$ cat src/rtl/design_12_out_buf.sv
// ============================================================================
//  Module   : design_12_out_buf
//  Brief    : Result FIFO with valid/ready output, drop counting and debug flags.
//             Optional parity per entry via DESIGN_12_OUT_BUF_PAR_EN.
//  Revision : 1.0
// ============================================================================
`default_nettype none

module design_12_out_buf #(
   parameter int W     = 12,
   parameter int DEPTH = 4,
   parameter int CW    = 8
) (
   input  logic                       clk,
   input  logic                       rst_n,
   input  logic                       in_valid,
   input  logic [W-1:0]               in_data,
   input  logic                       flush,
   output logic                       out_valid,
   input  logic                       out_ready,
   output logic [W-1:0]               out_data,
`ifdef DESIGN_12_OUT_BUF_PAR_EN
   output logic                       out_par,
`endif
   output logic [$clog2(DEPTH):0]     level,
   output logic                       full,
   output logic                       empty,
   output logic                       overflow,
   output logic [CW-1:0]              drop_cnt
);

   localparam int AW = $clog2(DEPTH);
`ifdef DESIGN_12_OUT_BUF_PAR_EN
   localparam int MW = W + 1;
`else
   localparam int MW = W;
`endif
   localparam logic [AW:0]   PTR_ONE  = (AW+1)'(1);
   localparam logic [CW-1:0] CNT_ONE  = CW'(1);
   localparam logic [CW-1:0] CNT_MAX  = {CW{1'b1}};

   typedef enum logic [0:0] {
      ST_EMPTY    = 1'b0,
      ST_NONEMPTY = 1'b1
   } state_t;

   logic [MW-1:0] mem_q [DEPTH];
   logic [AW:0]   wr_ptr_q, wr_ptr_d;
   logic [AW:0]   rd_ptr_q, rd_ptr_d;
   logic [AW:0]   level_q, level_d;
   logic          overflow_q, overflow_d;
   logic [CW-1:0] drop_cnt_q, drop_cnt_d;
   state_t        state_q, state_d;

   logic          w_full, w_empty, w_push, w_pop, w_drop;
   logic [MW-1:0] w_wdata;
   logic [MW-1:0] w_head;

   assign w_empty = (wr_ptr_q == rd_ptr_q);
   assign w_full  = (wr_ptr_q[AW-1:0] == rd_ptr_q[AW-1:0]) && (wr_ptr_q[AW] != rd_ptr_q[AW]);
   assign w_pop   = out_valid & out_ready;
   // A pop frees a slot in the same cycle, so a full FIFO still accepts a push.
   assign w_push  = in_valid & (!w_full | w_pop);
   assign w_drop  = in_valid & w_full & !w_pop;

`ifdef DESIGN_12_OUT_BUF_PAR_EN
   assign w_wdata = {^in_data, in_data};
`else
   assign w_wdata = in_data;
`endif

   always_ff @(posedge clk) begin
      if (!rst_n) begin
         state_q    <= ST_EMPTY;
         wr_ptr_q   <= '0;
         rd_ptr_q   <= '0;
         level_q    <= '0;
         overflow_q <= 1'b0;
         drop_cnt_q <= '0;
      end else begin
         state_q    <= state_d;
         wr_ptr_q   <= wr_ptr_d;
         rd_ptr_q   <= rd_ptr_d;
         level_q    <= level_d;
         overflow_q <= overflow_d;
         drop_cnt_q <= drop_cnt_d;
      end
   end

   always_ff @(posedge clk) begin
      if (rst_n && !flush && w_push) begin
         mem_q[wr_ptr_q[AW-1:0]] <= w_wdata;
      end
   end

   always_comb begin
      wr_ptr_d   = wr_ptr_q;
      rd_ptr_d   = rd_ptr_q;
      level_d    = level_q;
      overflow_d = overflow_q;
      drop_cnt_d = drop_cnt_q;
      if (flush) begin
         wr_ptr_d   = '0;
         rd_ptr_d   = '0;
         level_d    = '0;
         overflow_d = 1'b0;
         drop_cnt_d = '0;
      end else begin
         if (w_push) wr_ptr_d = wr_ptr_q + PTR_ONE;
         if (w_pop)  rd_ptr_d = rd_ptr_q + PTR_ONE;
         if (w_push && !w_pop)      level_d = level_q + PTR_ONE;
         else if (w_pop && !w_push) level_d = level_q - PTR_ONE;
         if (w_drop) begin
            overflow_d = 1'b1;
            if (drop_cnt_q != CNT_MAX) drop_cnt_d = drop_cnt_q + CNT_ONE;
         end
      end
      state_d = (level_d == '0) ? ST_EMPTY : ST_NONEMPTY;
   end

   assign w_head    = mem_q[rd_ptr_q[AW-1:0]];
   assign out_valid = (state_q == ST_NONEMPTY);
   assign out_data  = w_head[W-1:0];
`ifdef DESIGN_12_OUT_BUF_PAR_EN
   assign out_par   = out_valid & w_head[W];
`endif
   assign level     = level_q;
   assign full      = w_full;
   assign empty     = w_empty;
   assign overflow  = overflow_q;
   assign drop_cnt  = drop_cnt_q;

endmodule

`default_nettype wire

$ cat config.mk
export PLATFORM = sky130hd
export DESIGN_NAME = design_12_out_buf
export DESIGN_NICKNAME = d
export VERILOG_FILES = /design/src/rtl/design_12_out_buf.sv
export SDC_FILE = /design/constraint.sdc
export NUM_CORES = 1
export LEC_CHECK = 0
export ABC_CLOCK_PERIOD_IN_PS = 2590
export CORE_MARGIN = 2
export CORE_UTILIZATION = 40
export DETAILED_ROUTE_END_ITERATION = 7
export GPL_TIMING_DRIVEN = 1
export SLEW_MARGIN = 20
export SYNTH_ARGS = -nofsm -noshare
export SYNTH_HDL_FRONTEND = slang
export SYNTH_SLANG_ARGS = --single-unit
$ cat constraint.sdc
create_clock -name clk -period 2.59 [get_ports clk]
set_input_delay 0.6475 -clock clk [delete_from_list [all_inputs] [get_ports clk]]
set_output_delay 0.6475 -clock clk [all_outputs]
set_load 0.03 [all_outputs]
==> flow_summary.yaml, run 1 <==
timing:
  slew_headroom: 0.766
  finalMaxSlewViolations: 0
  period_share: 0.940
  rsz0062_at_grt: "no"
  max_freq_ghz: 0.411
  fin_crit_ps: 2440
  worst_pin_slew_ps: 348
  setup_viol: 0
  skew_ps: 6.83
  fin_setup_tns_ps: 0
  final_hold_viol_count: 0
synthesis:
  seq_area_frac_synth: 0.665
  syn_nets: 207
  ys_seq_elements: 69
  syn_avg_cell_area_sq_um: 15.4
  postSynth.asyncResetShare: 0
  ys_warn_count: 0
  synthFlopType: "edfxtp_1"
  synth_cell_types: 36
  synthCells: 182
  syn_area_sq_um: 2800
  synth_edf_count: 48
critical_path:
  timing.rr.end: "mem_q[1][5]$_DFFE_PP_"
  r2r-start: "wr_ptr_q[2]$_SDFFE_PP0N_"
  critical_path_arrival_ps: 1790
  slowest_stage: "clkdlybuf4s50_1"
  worst_ep_required_time_ps: 1940
  r2r_slack_ps: 790
  path_class: "reg -> out"
  reg2reg_depth: 7
  end_kind: "primary output"
  cp_max_fo: 4
  crit_cells: 4
  crit_family: "buffers and inverters"
  cp_cell_sequence: "xnor2_2, nand2_1, nor2_1, clkdlybuf4s50_1"
  slowest_delay_ps: 680
  cp-start-kind: "register"
  path_buf_inv: 1
floorplan:
  core_area_sq_um: 6790
  boundaryPins: 44
  fp-row-count: 30
  fp.dieH_um: 87.7
  start_util: 0.412
  die-area_sq_um: 7690
  fp.dieW_um: 87.7
power_and_ir_drop:
  cell_internal_pwr_mw: 1.70
  power_density_nw_per_um2: 591
  p_leak_nw: 1.28
  ir_drop_mv: 0.286
  swShare: 0.209
  power_frac_clock: 0.370
  p_switching_uw: 449
  seqPwrFrac: 0.559
  pwr-share-comb: 0.071
global_route:
  grt.met2_usage: 0.220
  grt_pass1_wl_um: 7650
  grt_max_degree: 18
  use_met1: 0.169
  antenna_found_initial: 0
  overflow: 0
  first_global_vias: 1611
  grtUsageMet3: 0.0330
  track_usage: 0.136
  top_usage_layer: "met2"
place:
  dpl.hpwl_um: 3180
  gp_congestion: 0.802
  dp.cells: 325
  portBuffers: 43
cts:
  cts_max_level: 3
  clkTransAtPathRegs_ps: 60
  clock_sinks: 69
  clock_path_buffers: 2
  insertion_delay_ps: 320
  postCtsHoldBufs: 0
  cts_resized: 12
  cts_tree: "done"
  cts_made_buffers: 9
  root_buffer: "clkbuf_8"
  post_cts_buffers: 0
drt:
  routedWlPerCell_um: 13.9
  first_iter_violations: 58
  totalWireLength_um: 4740
  drt_first_pass_iters: 4
  drc_errors: 0
  antenna_left: 0
  vias_per_cell: 4.74
  vias: 1611
final_layout:
  fillers: 584
  drive_gt1_frac: 0.180
  final_util: 0.535
  stdcell_count: 340
  num_antenna_cells: 0
  multi_input_area_sq_um: 903
  area_growth_pct: 29.9
  finalNetCount: 265
  register_area_sq_um: 1860
hold_path:
  min_path_type: "reg -> reg"
  hold_path_end: "overflow$_SDFFE_PP0P_"
  worstHoldStart: "overflow$_SDFFE_PP0P_"
  hold_depth: 2
flow_run:
  maxCapViolations: 0
status:
  outcome: "finished clean"
[final cells by class]
type / instances / share of cell area
sequential: 69 / 0.512
tap: 96 / 0.0330
clock inverter: 5 / 0.0144
clock buffer: 10 / 0.0351
inverter: 5 / 0.00516
multi-input combinational: 102 / 0.248
timing repair buffer: 53 / 0.152
[routing by layer]
layer / wire [um] / vias to the layer above
li1: - / 796
met1: 2120 / 770
met2: 2350 / 43
met3: 238 / 2
met4: 21 / 0
met5: 0 / -
[cell usage after synthesis, drive strengths merged (4+ instances only)]
cell	number	area share
nor2	18	0.024
o21ai	4	0.0098
nand2	9	0.012
edfxtp	48	0.51
nand3	5	0.011
ha	8	0.036
a21oi	7	0.014
xor2	9	0.031
and2	6	0.013
mux4	12	0.097
inv	5	0.0067
xnor2	5	0.016
dfxtp	21	0.15
[power groups by stage]
stage	Combinational, mW	Sequential [mW]	Clock, mW
floorplan	0.0733	1.23	0
global placement	0.159	1.22	0
detailed placement	0.158	1.22	0
CTS	0.153	1.20	0.824
global route	0.165	1.20	0.872
finish	0.153	1.20	0.795
[logic make-up (layout without fill, tap and decap cells)]
logic type,after synthesis,after routing,synth area share
AND/OR/NAND/NOR,48,48,0.0880
XOR/XNOR,14,14,0.0465
flip-flops,69,69,0.665
adder cells (fa/ha/maj),8,8,0.0357
buffers and inverters,11,73,0.0179
AO/OA/AOI/OAI,18,18,0.0433
multiplexers,14,14,0.104
[flip-flops by register name (all words and copies together), names as in the netlist, named ones only]
signal / flops
mem_q: 48
drop_cnt: 8
level: 3
rd_ptr_q: 3
wr_ptr_q: 3
out_valid: 1
overflow: 1
[worst max-delay path by stage]
| stage | startpoint | end |
|---|---|---|
| 3_3_place_gp | out_ready | mem_q[1][2]$_DFFE_PP_ |
| 2_1_floorplan | register | out_data[0] |
| 5_1_grt | wr_ptr_q[0]$_SDFFE_PP0N_ | empty |
| 4_1_cts | wr_ptr_q[0]$_SDFFE_PP0N_ | empty |
| 6_report | rd_ptr_q[0]$_SDFFE_PP0N_ | empty |
| 3_5_place_dp | out_ready | mem_q[1][0]$_DFFE_PP_ |
[metrics by stage]
stage	hold WS [ps]	cell area, sq um	power [mW]	setup WS [ps]
after CTS	483	3620	2.18	61.5
final	475	3640	2.15	155
after floorplan	479	2800	1.30	628
after global routing	515	3640	2.24	44.8
after detailed placement	464	3460	1.38	200
after global placement	459	3460	1.38	241
[worst register-to-register path: cells and delay by family, from the launching register on]
family / cells / cell delay (ps)
AND/OR/NAND/NOR: 3 / 400
flip-flops: 1 / 380
buffers and inverters: 2 / 320
XOR/XNOR: 1 / 250
AO/OA/AOI/OAI: 1 / 210
[layout by cell type, fill, tap and decap left out, types with 2 or more instances in the layout]
master	count
xor2_1	8
clkdlybuf4s50_1	31
and2_1	6
nand3_1	4
dlygate4sd2_1	12
and3_1	2
clkbuf_8	9
a21oi_1	6
ha_1	8
mux4_2	12
dfxtp_1	21
a31oi_1	2
buf_4	5
nor3b_1	2
edfxtp_1	48
nand2_1	9
xnor2_1	3
o21ai_0	2
mux2i_1	2
inv_1	5
clkinv_2	2
o21ai_2	2
buf_12	5
nor2_1	18
xnor2_2	2
No activity file was read; power rests on OpenSTA's default activity.
==> inputs of run 2 (changes only) <==
Settings changed: CTS_CLUSTER_DIAMETER set to 200.
==> results of run 2 <==
Final layout, timing and power as in run 1 (identical DEF).
